<file path="src/rtl/spi_eeprom_pkg.sv">
// Shared types and constants for the SPI EEPROM read scheduler.
package spi_eeprom_pkg;

    typedef enum logic [1:0] {
        ST_IDLE   = 2'd0,
        ST_START  = 2'd1,
        ST_STREAM = 2'd2,
        ST_GAP    = 2'd3
    } sched_state_e;

    localparam int ADDR_W_DEF = 24;

    // READ command byte issued by the serial reader when it sees OUT_memRead.
    localparam logic [7:0] EEPROM_READ_OP = 8'h03;

    // Width needed to hold an index/count below n, never less than one bit.
    function automatic int clog2_min1(input int n);
        return (n > 1) ? $clog2(n) : 1;
    endfunction

endpackage

</file>
<file path="src/rtl/spi_eeprom_sched_rr_arbiter.sv">
// Round-robin arbiter: first set request at or after ptr_i, wrapping.
// Purely combinational; the caller owns and updates the pointer.
module rr_arbiter
    import spi_eeprom_pkg::*;
#(
    parameter  int NUM_REQ = 2,
    localparam int ID_W    = clog2_min1(NUM_REQ)
) (
    input  logic [NUM_REQ-1:0] req_i,
    input  logic [ID_W-1:0]    ptr_i,
    output logic [NUM_REQ-1:0] grant_oh_o,
    output logic [ID_W-1:0]    grant_idx_o,
    output logic               grant_vld_o
);

    logic found;

    // Two passes: upper window [ptr, N) first, then wrap to [0, N).
    always_comb begin
        grant_oh_o  = '0;
        grant_idx_o = '0;
        found       = 1'b0;
        for (int i = 0; i < NUM_REQ; i++) begin
            if (!found && req_i[i] && (ID_W'(i) >= ptr_i)) begin
                found          = 1'b1;
                grant_oh_o[i]  = 1'b1;
                grant_idx_o    = ID_W'(i);
            end
        end
        for (int i = 0; i < NUM_REQ; i++) begin
            if (!found && req_i[i]) begin
                found          = 1'b1;
                grant_oh_o[i]  = 1'b1;
                grant_idx_o    = ID_W'(i);
            end
        end
        grant_vld_o = found;
    end

endmodule

</file>
<file path="src/rtl/spi_eeprom_sched.sv">
// Shares one bit-serial SPI EEPROM reader among NUM_REQ requesters.
//
//   state     | meaning
//   ----------+-----------------------------------------------------
//   ST_IDLE   | waiting for a request; grants one round-robin
//   ST_START  | ack visible; issue the one-cycle read start next
//   ST_STREAM | packing serial bits into bytes until LEN+1 emitted
//   ST_GAP    | cancel issued; hold CS idle for GAP_CYC cycles
module spi_eeprom_sched
    import spi_eeprom_pkg::*;
#(
    parameter  int NUM_REQ = 2,
    parameter  int ADDR_W  = ADDR_W_DEF,
    parameter  int LEN_W   = 8,
    parameter  int GAP_CYC = 2,
    localparam int ID_W    = clog2_min1(NUM_REQ)
) (
    input  logic                      clk,
    input  logic                      rst,
    input  logic [NUM_REQ-1:0]        IN_req,
    input  logic [NUM_REQ*ADDR_W-1:0] IN_reqAddr,
    input  logic [NUM_REQ*LEN_W-1:0]  IN_reqLen,
    output logic [NUM_REQ-1:0]        OUT_reqAck,
    output logic [7:0]                OUT_data,
    output logic                      OUT_dataValid,
    output logic [ID_W-1:0]           OUT_dataId,
    output logic                      OUT_done,
    output logic                      OUT_busy,
    output logic [ADDR_W-1:0]         OUT_memAddr,
    output logic                      OUT_memRead,
    output logic                      OUT_memCancel,
    input  logic                      IN_memData,
    input  logic                      IN_memDataValid,
    input  logic                      IN_memDataByte
);

    localparam int GAP_W = clog2_min1(GAP_CYC + 1);

    sched_state_e        state_q;
    logic [ID_W-1:0]     ptr_q;
    logic [ID_W-1:0]     id_q;
    logic [ADDR_W-1:0]   addr_q;
    logic [LEN_W-1:0]    byte_cnt_q;
    logic [GAP_W-1:0]    gap_cnt_q;
    logic [6:0]          sr_q;
    logic [7:0]          data_q;
    logic                dvalid_q;
    logic                done_q;
    logic                read_q;
    logic                cancel_q;
    logic [NUM_REQ-1:0]  ack_q;

    logic [NUM_REQ-1:0]  grant_oh;
    logic [ID_W-1:0]     grant_idx;
    logic                grant_vld;
    logic [ID_W-1:0]     ptr_d;
    logic [ADDR_W-1:0]   sel_addr_d;
    logic [LEN_W-1:0]    sel_len_d;

    rr_arbiter #(
        .NUM_REQ (NUM_REQ)
    ) u_arb (
        .req_i       (IN_req),
        .ptr_i       (ptr_q),
        .grant_oh_o  (grant_oh),
        .grant_idx_o (grant_idx),
        .grant_vld_o (grant_vld)
    );

    // Pick the granted requester's address/length slice and the next RR pointer.
    always_comb begin
        sel_addr_d = '0;
        sel_len_d  = '0;
        for (int i = 0; i < NUM_REQ; i++) begin
            if (grant_oh[i]) begin
                sel_addr_d = IN_reqAddr[i*ADDR_W +: ADDR_W];
                sel_len_d  = IN_reqLen[i*LEN_W +: LEN_W];
            end
        end
        ptr_d = (grant_idx == ID_W'(NUM_REQ - 1)) ? '0 : grant_idx + ID_W'(1);
    end

    // Scheduler FSM with byte shifter, counters and registered outputs.
    always_ff @(posedge clk or posedge rst) begin
        if (rst) begin
            state_q    <= ST_IDLE;
            ptr_q      <= '0;
            id_q       <= '0;
            addr_q     <= '0;
            byte_cnt_q <= '0;
            gap_cnt_q  <= '0;
            sr_q       <= '0;
            data_q     <= '0;
            dvalid_q   <= 1'b0;
            done_q     <= 1'b0;
            read_q     <= 1'b0;
            cancel_q   <= 1'b0;
            ack_q      <= '0;
        end else begin
            ack_q    <= '0;
            read_q   <= 1'b0;
            cancel_q <= 1'b0;
            dvalid_q <= 1'b0;
            done_q   <= 1'b0;
            case (state_q)
                ST_IDLE: begin
                    if (grant_vld) begin
                        ack_q      <= grant_oh;
                        addr_q     <= sel_addr_d;
                        byte_cnt_q <= sel_len_d;
                        id_q       <= grant_idx;
                        ptr_q      <= ptr_d;
                        sr_q       <= '0;
                        state_q    <= ST_START;
                    end
                end
                ST_START: begin
                    read_q  <= 1'b1;
                    state_q <= ST_STREAM;
                end
                ST_STREAM: begin
                    if (IN_memDataValid) begin
                        sr_q <= {sr_q[5:0], IN_memData};
                        if (IN_memDataByte) begin
                            data_q   <= {sr_q, IN_memData};
                            dvalid_q <= 1'b1;
                            // Last byte: stop the counter at zero rather than wrap.
                            if (byte_cnt_q == '0) begin
                                done_q    <= 1'b1;
                                cancel_q  <= 1'b1;
                                gap_cnt_q <= GAP_W'(GAP_CYC);
                                state_q   <= ST_GAP;
                            end else begin
                                byte_cnt_q <= byte_cnt_q - LEN_W'(1);
                            end
                        end
                    end
                end
                ST_GAP: begin
                    if (gap_cnt_q <= GAP_W'(1)) begin
                        gap_cnt_q <= '0;
                        state_q   <= ST_IDLE;
                    end else begin
                        gap_cnt_q <= gap_cnt_q - GAP_W'(1);
                    end
                end
                default: state_q <= ST_IDLE;
            endcase
        end
    end

    assign OUT_reqAck    = ack_q;
    assign OUT_data      = data_q;
    assign OUT_dataValid = dvalid_q;
    assign OUT_dataId    = id_q;
    assign OUT_done      = done_q;
    assign OUT_busy      = (state_q != ST_IDLE);
    assign OUT_memAddr   = addr_q;
    assign OUT_memRead   = read_q;
    assign OUT_memCancel = cancel_q;

endmodule
</file>
<file path="config.mk">
export PLATFORM = sky130hd
export DESIGN_NAME = spi_eeprom_sched
export DESIGN_NICKNAME = d
export VERILOG_FILES = /design/src/rtl/spi_eeprom_pkg.sv /design/src/rtl/spi_eeprom_sched_rr_arbiter.sv /design/src/rtl/spi_eeprom_sched.sv
export SDC_FILE = /design/constraint.sdc
export NUM_CORES = 1
export LEC_CHECK = 0
export BUFFER_PORTS_ARGS = -buffer_cell sky130_fd_sc_hd__buf_2
export CAP_MARGIN = 0
export CELL_PAD_IN_SITES_DETAIL_PLACEMENT = 1
export CELL_PAD_IN_SITES_GLOBAL_PLACEMENT = 1
export CORE_MARGIN = 3
export CORE_UTILIZATION = 36
export DETAILED_ROUTE_END_ITERATION = 16
export GPL_TIMING_DRIVEN = 0
export PLACE_DENSITY = 0.84
export SETUP_SLACK_MARGIN = 0.05
export SLEW_MARGIN = 10
export SYNTH_ARGS = -nofsm -noshare
export SYNTH_HDL_FRONTEND = slang
export SYNTH_SLANG_ARGS = --single-unit
</file>
<file path="constraint.sdc">
create_clock -name clk -period 2.25 [get_ports clk]
set_input_delay 0.45 -clock clk [delete_from_list [all_inputs] [get_ports clk]]
set_output_delay 0.45 -clock clk [all_outputs]
set_load 0.01 [all_outputs]
</file>
==> flow_summary.yaml <==
run_status:
  status: "complete, no violations"
synthesis:
  synth_cell_types: 48
  syn-num-nets: 352
  synthArstFlopShare_pct: 100.0
  synth_area_leaders: "dfrtp_1 51%, o21ai_0 6.4%, a22oi_1 6.4%, nand2_1 5.7%, mux2_2 3.6%"
  yosysWarnings: 0
  synth_area_um2: 2836
  synth_commonest_cells: "58 x dfrtp_1, 43 x nand2_1, 36 x o21ai_0, 24 x a22oi_1"
  synth_seq_area_share_pct: 51.17
  synthCells: 274
  yosysMostFrequentCell: "dfrtp_1"
  synth_edf_count: 0
  synth_top_area_share_pct: 51.17
  avgSynthCellArea_um2: 10.35
  yosys.area.top_type: "dfrtp_1"
  ys_seq_elements: 58
  synth_top_flop_cell: "dfrtp_1"
global_routing:
  grt_max_degree: 33
  first_global_vias: 2722
  antenna_found_initial: 0
  grt_overflow_total: 0
  grt_pass1_wl_um: 13420
  grtUsageTotal_pct: 19.67
worst_setup_path:
  worst-r2r-cell-count: 8
  worstSetupPathType: "reg -> reg"
  cp_data_required_time_ns: 2.51
  cp-end-kind: "flop"
  worstPathArrival_ns: 2.36
  worstReg2RegEnd: "sr_q[1]"
  r2r_setup_slack_ns: 0.15
  start_kind: "flop"
  crit_end: "sr_q[1]"
  worstSetupStartpoint: "state_q[0]"
  cp_max_fo: 10
  rr_startpoint: "state_q[0]"
finish:
  multi_input_area_um2: 1241
  drive_gt1_share_pct: 40.50
  nFillCells: 900
  n_antenna_cell: 0
  area.sequential_um2: 1451
  stdcell_count: 499
  fin_nets: 474
  syn_to_final_growth_pct: 31.45
  fin_util_pct: 50.07
min_path:
  hp-class: "in -> async"
timing:
  period_share_pct: 93.46
  grt_setup_unrepaired: "false"
  drv_slew: 0
  hold_violations: 0
  finalCriticalPeriod_ns: 2.103
  fin_ws_ns: 0.1471
  timing.fmax_mhz: 475.5
  clock_skew_ns: 0.008428
  max_slew_margin_pct: 48.35
  tightest_slew_ns: 0.7689
  final-setup-viol-count: 0
drt:
  drt-met1-wl_um: 3463
  drt-pass1-iter-count: 4
  wl_met3_um: 650
  drcViolationCount: 0
  wl_met2_um: 4714
  drtAntennaViolNets: 0
  highest_layer: "met4"
  totalWireLength_um: 8955
  via_per_inst: 5.238
  wl_per_cell_um: 17.95
  routed-via-count: 2614
  dr.first_iter.drc_count: 90
floorplan:
  fp.dieW_um: 94.77
  ios: 111
  rows: 31
  start_util_pct: 38.09
  core_um2: 7447
  dieHeight_um: 94.77
  die-area_um2: 8980
clock_network:
  post-cts-setup-buffers: 0
  hold_buffers: 0
  cts_buffers: 9
  clk_pin_slew_worst_paths_ns: 0.07
  cts_buffer_depth: 2
  cts_sinks: 58
  cts_tree: "built"
  clk_latency_ns: 0.35
  root_buffer: "clkbuf_8"
  htreeDepth: 3
place:
  gp_congestion: 0.8269
  dp_cells: 484
  portBuffers: 110
  pre_cts_slack_ns: 0.05825
  hpwl_um: 6686
pwr:
  ir_worst_vdd_mv: 0.3721
  power_mw: 4.746
  p_leak_nw: 1.874
  power_density_nw_per_um2: 1273
job:
  drv_cap: 0
==> logic make-up after synthesis <==
kind of cell	Yosys count	synth area share, %
flops	58	51.17
fa+ha+maj	7	3.088
compound gates	98	24.00
buf+inv	30	5.469
simple gates	69	11.47
mux	12	4.808
==> cells in the final DEF, fill, tap and decap left out, types with 3 or more instances in the layout <==
cell type	instances
o21ai_1	3
buf_6	3
mux2_2	9
clkbuf_8	9
a22oi_1	24
nand2_1	43
a21oi_1	3
ha_1	6
nor2_1	4
clkbuf_1	10
o21ai_0	36
buf_2	113
dfrtp_1	58
buf_4	5
nand3_1	3
and2_1	3
a21o_1	3
a32oi_1	6
inv_1	8
==> layer usage <==
metal	vias to the layer above	global-route usage (%)
met2	83	35.82
li1	1250	-
met1	1268	21.77
met4	0	6.370
met3	13	5.896
met5	-	0
==> cell type report <==
type,instances,share of cell area [%]
clock inverter,5,1.510
sequential,58,38.93
buffer,20,3.221
multi-input combinational,186,33.29
tap,99,3.322
clock buffer,10,3.423
timing repair buffer,111,15.30
inverter,10,1.007
==> stage by stage <==
stage	area, µm²	TNS, ns	hold slack [ns]
2_1_floorplan	2836	0	0.4443
3_3_place_gp	3511	-23.38	0.4587
3_5_place_dp	3531	0	0.4609
4_1_cts	3721	0	0.1930
5_1_grt	3729	0	0.2032
6_report	3729	0	0.1788
==> power breakdown <==
group          internal, mW  leakage, nW  switching (mW)
Combinational         0.904         1.03            1.26
Clock                 0.503       0.0921           0.424
Sequential             1.41        0.752           0.246
==> critical path: stages, from the launching register on <==
cell and delay (ns):
dfrtp_1 0.42, inv_1 0.14, ha_2 0.26, or3b_2 0.53, o211ai_4 0.15, buf_6 0.18, buf_4 0.17, nand2_1 0.08
o21ai_0 0.09
==> state kept, by name, indices dropped and copies added, names as in the netlist <==
signal and cells:
gap_cnt_q 2, OUT_memAddr 24, byte_cnt_q 8, ptr_q 1
sr_q 7, OUT_dataValid 1, OUT_data 8, OUT_reqAck 2
OUT_memRead 1, OUT_memCancel 1, OUT_dataId 1, state_q 2
==> how the worst min path moves through the flow <==
stage | cells past startpoint | end | slack (ns) | start
floorplan | 2 | sr_q[6] | 0.44 | sr_q[6]
global placement | 2 | OUT_memAddr[18] | 0.46 | OUT_memAddr[18]
detailed placement | 1 | OUT_dataId | 0.46 | OUT_dataId
CTS | 2 | byte_cnt_q[7] | 0.19 | rst
global route | 2 | byte_cnt_q[7] | 0.20 | rst
finish | 2 | byte_cnt_q[7] | 0.18 | rst
==> timing repair <==
item / CTS / global route
resized for setup: 2 / 2
endpoints found under the setup margin: 1 / 4
pin swaps: 0 / 1
Note: power is estimated with default switching activity, not from simulation.
